--- config.mk ---
export PLATFORM = sky130hd
export DESIGN_NAME = axis_log_packager
export DESIGN_NICKNAME = d
export VERILOG_FILES = /design/src/rtl/axis_log_packager.sv
export SDC_FILE = /design/constraint.sdc
export NUM_CORES = 1
export LEC_CHECK = 0
export CAP_MARGIN = 20
export CORE_AREA = 2 2 291 509
export CTS_CLUSTER_SIZE = 10
export DETAILED_ROUTE_END_ITERATION = 7
export DIE_AREA = 0 0 293 511
export DONT_BUFFER_PORTS = 1
export HOLD_SLACK_MARGIN = 0.06
export PLACE_DENSITY = 0.58
export SLEW_MARGIN = 25
export SYNTH_ARGS = -nofsm -noshare
export SYNTH_HDL_FRONTEND = slang
export SYNTH_SLANG_ARGS = --single-unit
--- constraint.sdc ---
create_clock -name clk -period 5.8 [get_ports clk]
set_clock_uncertainty 0.15 [all_clocks]
set_input_delay 1.16 -clock clk [delete_from_list [all_inputs] [get_ports clk]]
set_output_delay 1.16 -clock clk [all_outputs]
set_load 0.02 [all_outputs]
--- src/rtl/axis_log_packager.sv ---
`default_nettype none
// ============================================================================
// Module      : axis_log_packager
// Description : Buffers logged flits from the governor log port in a FIFO and
//               re-emits each one as a two-beat AXI-Stream packet: a header
//               beat {zeros, seq, TDEST}, then the data beat carrying TLAST.
//               in_TREADY is a pure register output, so the upstream
//               log_TVALID may legally depend on it.
// Ports       : clk, rst_n                   clock, async active-low reset
//               in_TDATA/TDEST/TVALID/TREADY  logged-flit input stream
//               out_TDATA/TVALID/TREADY/TLAST packet output stream
//               level                         FIFO occupancy 0..2**ADDR_WIDTH
// Revision    : 1.0 - initial release
// ============================================================================
module axis_log_packager #(
    parameter int DATA_WIDTH = 64,
    parameter int DEST_WIDTH = 16,
    parameter int ADDR_WIDTH = 4,
    parameter int SEQ_WIDTH  = 32
) (
    input  logic                  clk,
    input  logic                  rst_n,
    input  logic [DATA_WIDTH-1:0] in_TDATA,
    input  logic [DEST_WIDTH-1:0] in_TDEST,
    input  logic                  in_TVALID,
    output logic                  in_TREADY,
    output logic [DATA_WIDTH-1:0] out_TDATA,
    output logic                  out_TVALID,
    input  logic                  out_TREADY,
    output logic                  out_TLAST,
    output logic [ADDR_WIDTH:0]   level
);

    localparam int                c_DEPTH_INT = 2 ** ADDR_WIDTH;
    localparam logic [ADDR_WIDTH:0] c_DEPTH   = c_DEPTH_INT[ADDR_WIDTH:0];
    localparam int                c_ENTRY_W   = DEST_WIDTH + DATA_WIDTH;

    localparam logic [0:0] S_HDR  = 1'b0;
    localparam logic [0:0] S_DATA = 1'b1;

    // Storage and state
    logic [c_ENTRY_W-1:0]  r_mem [c_DEPTH_INT];
    logic [ADDR_WIDTH-1:0] r_wr_ptr;
    logic [ADDR_WIDTH-1:0] r_rd_ptr;
    logic [ADDR_WIDTH:0]   r_count;
    logic [SEQ_WIDTH-1:0]  r_seq;
    logic [0:0]            r_state;
    logic [0:0]            w_state_next;
    logic                  r_in_ready;

    logic                  w_push;
    logic                  w_pop;
    logic                  w_out_valid;
    logic                  w_out_hs;
    logic [ADDR_WIDTH:0]   w_count_next;
    logic [c_ENTRY_W-1:0]  w_head;
    logic [DEST_WIDTH-1:0] w_head_dest;
    logic [DATA_WIDTH-1:0] w_head_data;
    logic [DATA_WIDTH-1:0] w_hdr;

    // Valid is driven purely from the occupancy register, never from
    // out_TREADY, so the output stream has no ready->valid path.
    assign w_out_valid  = (r_count != '0);
    assign w_out_hs     = w_out_valid && out_TREADY;
    assign w_push       = in_TVALID && r_in_ready;
    assign w_pop        = (r_state == S_DATA) && w_out_hs;
    assign w_count_next = r_count + {{ADDR_WIDTH{1'b0}}, w_push}
                                  - {{ADDR_WIDTH{1'b0}}, w_pop};

    assign w_head      = r_mem[r_rd_ptr];
    assign w_head_dest = w_head[c_ENTRY_W-1:DATA_WIDTH];
    assign w_head_data = w_head[DATA_WIDTH-1:0];

    // FIFO storage: no reset needed, occupancy gates every read.
    always_ff @(posedge clk) begin
        if (w_push) begin
            r_mem[r_wr_ptr] <= {in_TDEST, in_TDATA};
        end
    end

    always_ff @(posedge clk or negedge rst_n) begin
        if (!rst_n) begin
            r_wr_ptr   <= '0;
            r_rd_ptr   <= '0;
            r_count    <= '0;
            r_seq      <= '0;
            r_in_ready <= 1'b0;
        end else begin
            r_count <= w_count_next;
            // Look-ahead on the next occupancy keeps in_TREADY registered
            // while still never letting a push land on a full FIFO.
            r_in_ready <= (w_count_next != c_DEPTH);
            if (w_push) begin
                r_wr_ptr <= r_wr_ptr + 1'b1;
            end
            if (w_pop) begin
                r_rd_ptr <= r_rd_ptr + 1'b1;
                r_seq    <= r_seq + 1'b1;
            end
        end
    end

    // FSM state register
    always_ff @(posedge clk or negedge rst_n) begin
        if (!rst_n) begin
            r_state <= S_HDR;
        end else begin
            r_state <= w_state_next;
        end
    end

    // Next state: HDR only leaves on a real handshake, which requires a
    // non-empty FIFO, so DATA is never entered with count == 0.
    always_comb begin
        w_state_next = r_state;
        case (r_state)
            S_HDR: begin
                if (w_out_hs) begin
                    w_state_next = S_DATA;
                end
            end
            S_DATA: begin
                if (w_out_hs) begin
                    w_state_next = S_HDR;
                end
            end
            default: w_state_next = S_HDR;
        endcase
    end

    // Header: sequence number above TDEST, upper bits zero-filled.
    always_comb begin
        w_hdr = '0;
        w_hdr[SEQ_WIDTH+DEST_WIDTH-1:0] = {r_seq, w_head_dest};
    end

    assign out_TDATA  = (r_state == S_DATA) ? w_head_data : w_hdr;
    assign out_TLAST  = (r_state == S_DATA);
    assign out_TVALID = w_out_valid;
    assign in_TREADY  = r_in_ready;
    assign level      = r_count;

endmodule
`default_nettype wire

* Word-level counts from Yosys, hierarchy flattened
Memories as Yosys holds them, arrays and structs flattened.
Cells that the tools add are included.
** Cells by class
- Add/sub/neg operators :: 5
- Equality and inequality tests :: 1
- Mux-type cells :: 6
- Bitwise logic cells :: 1
- Reduce and logical (&&, ||, !) cells :: 4
** Operators with widths (count)
- $mux 64 :: 1
- $add 32x1->32 const B :: 1
- $add 4x1->4 const B :: 2
- $add 5x1->5 :: 1
- $ne 5x5->1 const B :: 1
- $reduce_bool 5->1 :: 1
- $sub 5x1->5 :: 1
- $mux 1 :: 4
- $logic_and 1x1->1 :: 3
- $pmux 1 s2 :: 1
- $not 1->1 :: 1
** Word-level totals
- Bits in registers :: 47
- RAM bits :: 1280
- Input port bits :: 84
- Output and inout bits :: 72
- Word-level logic and storage cells :: 24
- Memories kept :: 1
** Memories
- r_mem :: words 16, bits a word 80, rd ports 1, clocked after Yosys merged registers in 0, write ports 1, RTL line 42 : logic [c_ENTRY_W-1:0] r_mem [c_DEPTH_INT];

* Logic depth before layout (Yosys ltp)
- Word-level depth :: 5
- Mapped depth :: 13
- Depth with buffers taken out :: 13

* Worst setup path before layout
OpenSTA, ideal clock, no wires.
- Kind :: input-to-reg
- Start :: input in_TVALID
- End :: memory r_mem[10][0] (netlist name) (enable)
- Setup time :: 447 ps
- Arrival time :: 3491 ps
- Data required time :: 5203 ps
- Path slack :: 1712 ps
- Stages :: 3
- Path buffers :: 0
- Cells stage by stage :: nand2_1 > nor3b_1 > and2_1
** Between the ends
- Word-level cells in the longest chain between the ends :: 3
** RTL lines
- start, declared :: RTL line 25 : input logic in_TVALID,
- $logic_and 1x1->1 :: RTL line 65 : assign w_push = in_TVALID && r_in_ready;
- $mux 1 :: RTL line 76 : if (w_push) begin
- $mux 1 (not written as such) :: RTL line 77 : r_mem[r_wr_ptr] <= {in_TDEST, in_TDATA};
- end, declared :: RTL line 42
Every way passes these cells.

* Worst setup path after layout
- Start :: register r_rd_ptr[2]
- End :: output out_TDATA[12]
** Between the ends
- Word-level cells in the longest chain between the ends :: 2
** RTL lines
- start, declared :: RTL line 44 : logic [ADDR_WIDTH-1:0] r_rd_ptr;
- start signal, assigned :: RTL line 97 : r_rd_ptr <= r_rd_ptr + 1'b1;
- $mem_v2 16x80
- $mux 64 :: RTL line 137 : assign out_TDATA = (r_state == S_DATA) ? w_head_data : w_hdr;
- end, declared :: RTL line 27 : output logic [DATA_WIDTH-1:0] out_TDATA,
Every way passes these cells.

==> results.json <==
{
  "synth_top_area_cell": "edfxtp_1",
  "cp_cell_sequence": "buf_12 -> mux4_2 -> o22ai_1 -> nor3_1 -> buf_4",
  "critPathSlowestCell": "dfrtp_4",
  "die_h_um": 511,
  "cts_made_buffers": 152,
  "setup.worst_path.start_class": "flop",
  "dieArea_um2": 150000,
  "dr_total_vias": 23400,
  "synthTopCellsByCount": "1280 x edfxtp_1, 310 x mux4_2, 107 x o22ai_1",
  "cts_resized": 0,
  "grt_pass1_wl_mm": 180,
  "wirelength_mm": 126,
  "placement_rows": 186,
  "synthesis.nets": 2318,
  "routedWlPerCell_um": 29.4,
  "irDropWorstVdd_mv": 0.337,
  "synthXorXnorAreaFrac_pct": 0.709,
  "reg2reg_from": "level[2]$_DFF_PN0_",
  "fmaxAchievable_mhz": 199,
  "gp_congestion": 0.734,
  "initial_core_util_pct": 34.7,
  "hold_buffers": 2,
  "hold_viol": 0,
  "port_buffers": 0,
  "regToRegSetupSlack_ns": 1.74,
  "reg2reg_depth": 13,
  "synthFlopType": "edfxtp_1",
  "cts_max_path_buffers": 3,
  "status": "complete, no violations",
  "clockRootBuffer": "clkbuf_16",
  "clk_latency_ns": 0.77,
  "grt.total_usage_pct": 16.9,
  "p_leak_nw": 18.0,
  "p_per_area_nw_per_um2": 500,
  "post_cts_buffers": 0,
  "worst_slew_pin_slew_ns": 1.07,
  "grt-ovfl-total": 0,
  "fin_crit_sh_pct": 86.7,
  "finalPower_mw": 29.0,
  "dieWidth_um": 293,
  "maxCapViolCount": 0,
  "synth_area_um2": 50700,
  "clkTransAtPathRegs_ns": 0.06,
  "nNetsFinal": 2439,
  "drtIter0Drc": 1792,
  "avgSynthCellArea_um2": 22.8,
  "hold_ws_ns": 0.315,
  "synth-seq-cells": 1327,
  "ant_nets": 0,
  "synthTopCellsByArea": "edfxtp_1 76%, mux4_2 14%, dfrtp_1 2.3%, o22ai_1 1.3%, mux2i_1 0.87%",
  "cts-htree-levels": 4,
  "yosys.area.top_type_share_pct": 75.8,
  "drc_errors": 0,
  "synth_compound_gate_area_share_pct": 2.55,
  "slew_violations": 0,
  "multi_input_area_um2": 10400,
  "io_pins": 156,
  "synthAdderAreaFrac_pct": 0.360,
  "synth-edff-count": 1280,
  "synth_warnings": 0,
  "setup_viol": 0,
  "drt_pass1_iterations": 5,
  "startpoint": "r_rd_ptr[2]$_DFFE_PN0P_",
  "fin_crit_ns": 5.03,
  "fillCellCount": 12700,
  "crit_path_end_kind": "primary output",
  "synth.distinct_cells": 46,
  "synthArstFlopShare_pct": 3.54,
  "cpPeakStageDelay_ns": 0.96,
  "synthMuxAreaShare_pct": 15.5,
  "netlist_instances": 2220,
  "crit_fanout": 71,
  "first_global_vias": 25100,
  "synth.most_common_cell": "edfxtp_1",
  "tns_ns": 0,
  "register_area_um2": 39600,
  "worstPathRequired_ns": 4.49,
  "min_path_type": "input pin to flop",
  "core_area_um2": 146000,
  "cts_tree": "built",
  "rr_endpoint": "in_TREADY$_DFF_PN0_",
  "rsz0062_at_grt": "no",
  "critPathKind": "flop to primary output",
  "grt_max_degree": 72,
  "synth_top_family_by_area": "multiplexers",
  "critPathCapture": "out_TDATA[12]",
  "hpwl_mm": 71.0,
  "arrival_ns": 3.72,
  "slew_headroom_pct": 28.3,
  "syn2layout_area_growth_pct": 14.3,
  "avgViaCountPerCell": 5.45,
  "clock_sinks": 1327,
  "drive_gt1_share_pct": 26.3,
  "synthSimpleGateAreaFrac_pct": 1.40,
  "synth-seq-area-share_pct": 78.2,
  "antenna_found_initial": 1
}
-- cells in the final DEF, fill, tap and decap left out, types with 12 or more instances in the layout --
cell type	count
o22ai_1	107
nand2_1	15
edfxtp_1	1280
o22a_1	16
and2_4	12
mux2_2	37
nand3_1	12
ha_1	13
o221ai_1	16
clkbuf_16	153
buf_4	54
mux2i_1	44
nor3_1	21
buf_12	30
dfrtp_1	42
a21oi_1	35
nand4_1	16
clkbuf_1	52
xnor2_1	34
mux4_2	310
-- cell type report --
class                           count  share of cell area (%)
Inverter                           10                  0.0648
Tap cell                         1880                    4.06
Timing Repair Buffer               88                    1.90
Clock inverter                     17                   0.613
Sequential cell                  1327                    68.4
Antenna cell                        1                 0.00432
Multi-Input combinational cell    762                    18.0
Clock buffer                      206                    6.97
-- stage by stage --
step | util (%) | std cells | instance area, um^2 | worst slack, ns
finish | 39.7 | 4291 | 58000 | 0.772
floorplan | - | 2220 | 50700 | 1.71
detailed placement | 36.7 | 4064 | 53500 | 1.53
global placement | 36.5 | 4054 | 53300 | 1.52
global route | 39.7 | 4291 | 58000 | 0.601
CTS | 39.7 | 4289 | 57900 | 0.655
-- cells by family (layout without fill, tap and decap cells) --
| logic type | count (synthesis) | in the layout |
|---|---|---|
| DFF | 1327 | 1327 |
| muxes | 391 | 391 |
| AOI/OAI and AO/OA | 193 | 193 |
| buffers and inverters | 131 | 321 |
| and+or+nand+nor | 123 | 123 |
| xor gates and xnor gates | 41 | 41 |
| adders and majority gates | 14 | 14 |
| other | 0 | 1 |
-- sequential cells by signal, indices dropped and copies added, names as in the netlist --
signal / count
r_mem: 1280
r_seq: 32
level: 5
r_rd_ptr: 4
r_wr_ptr: 4
in_TREADY: 1
out_TLAST: 1
-- how the worst min path moves through the flow --
| stage | startpoint | endpoint | slack (ns) | cells after the start |
|---|---|---|---|---|
| CTS | in_TDATA[7] | r_mem[10][7]$_DFFE_PP_ | 0.25 | 0 |
| floorplan | r_seq[31]$_DFFE_PN0P_ | r_seq[31]$_DFFE_PN0P_ | 0.30 | 1 |
| global route | in_TDATA[49] | r_mem[0][49]$_DFFE_PP_ | 0.26 | 0 |
| finish | in_TDATA[12] | r_mem[0][12]$_DFFE_PP_ | 0.32 | 0 |
| global placement | r_seq[31]$_DFFE_PN0P_ | r_seq[31]$_DFFE_PN0P_ | 0.32 | 1 |
| detailed placement | r_seq[31]$_DFFE_PN0P_ | r_seq[31]$_DFFE_PN0P_ | 0.32 | 1 |
-- critical path: cells and delay by family, from the launching register on --
family / cells / cell delay (ns)
flip-flops: 1 / 0.96
buffers and inverters: 2 / 0.76
AND/OR/NAND/NOR: 1 / 0.67
multiplexers: 1 / 0.31
AO/OA/AOI/OAI: 1 / 0.08
-- per-layer routing --
layer | part of all wire [%] | GRT usage [%] | vias up
met5 | 0 | 0 | -
met4 | 2.7 | 5.87 | 0
met3 | 5.5 | 3.68 | 197
met2 | 54 | 31.1 | 678
met1 | 37 | 19.0 | 12800
li1 | - | - | 9680
-- where the power goes --
group          internal [mW]  switching, mW  total (mW)  leakage, nW
combinational           3.51           4.74        8.25         3.75
clock                   4.95           3.69        8.64         2.11
sequential              11.6          0.515        12.1         12.2
total                   20.0           8.95        29.0         18.0
No activity file was read; power rests on OpenSTA's default activity.
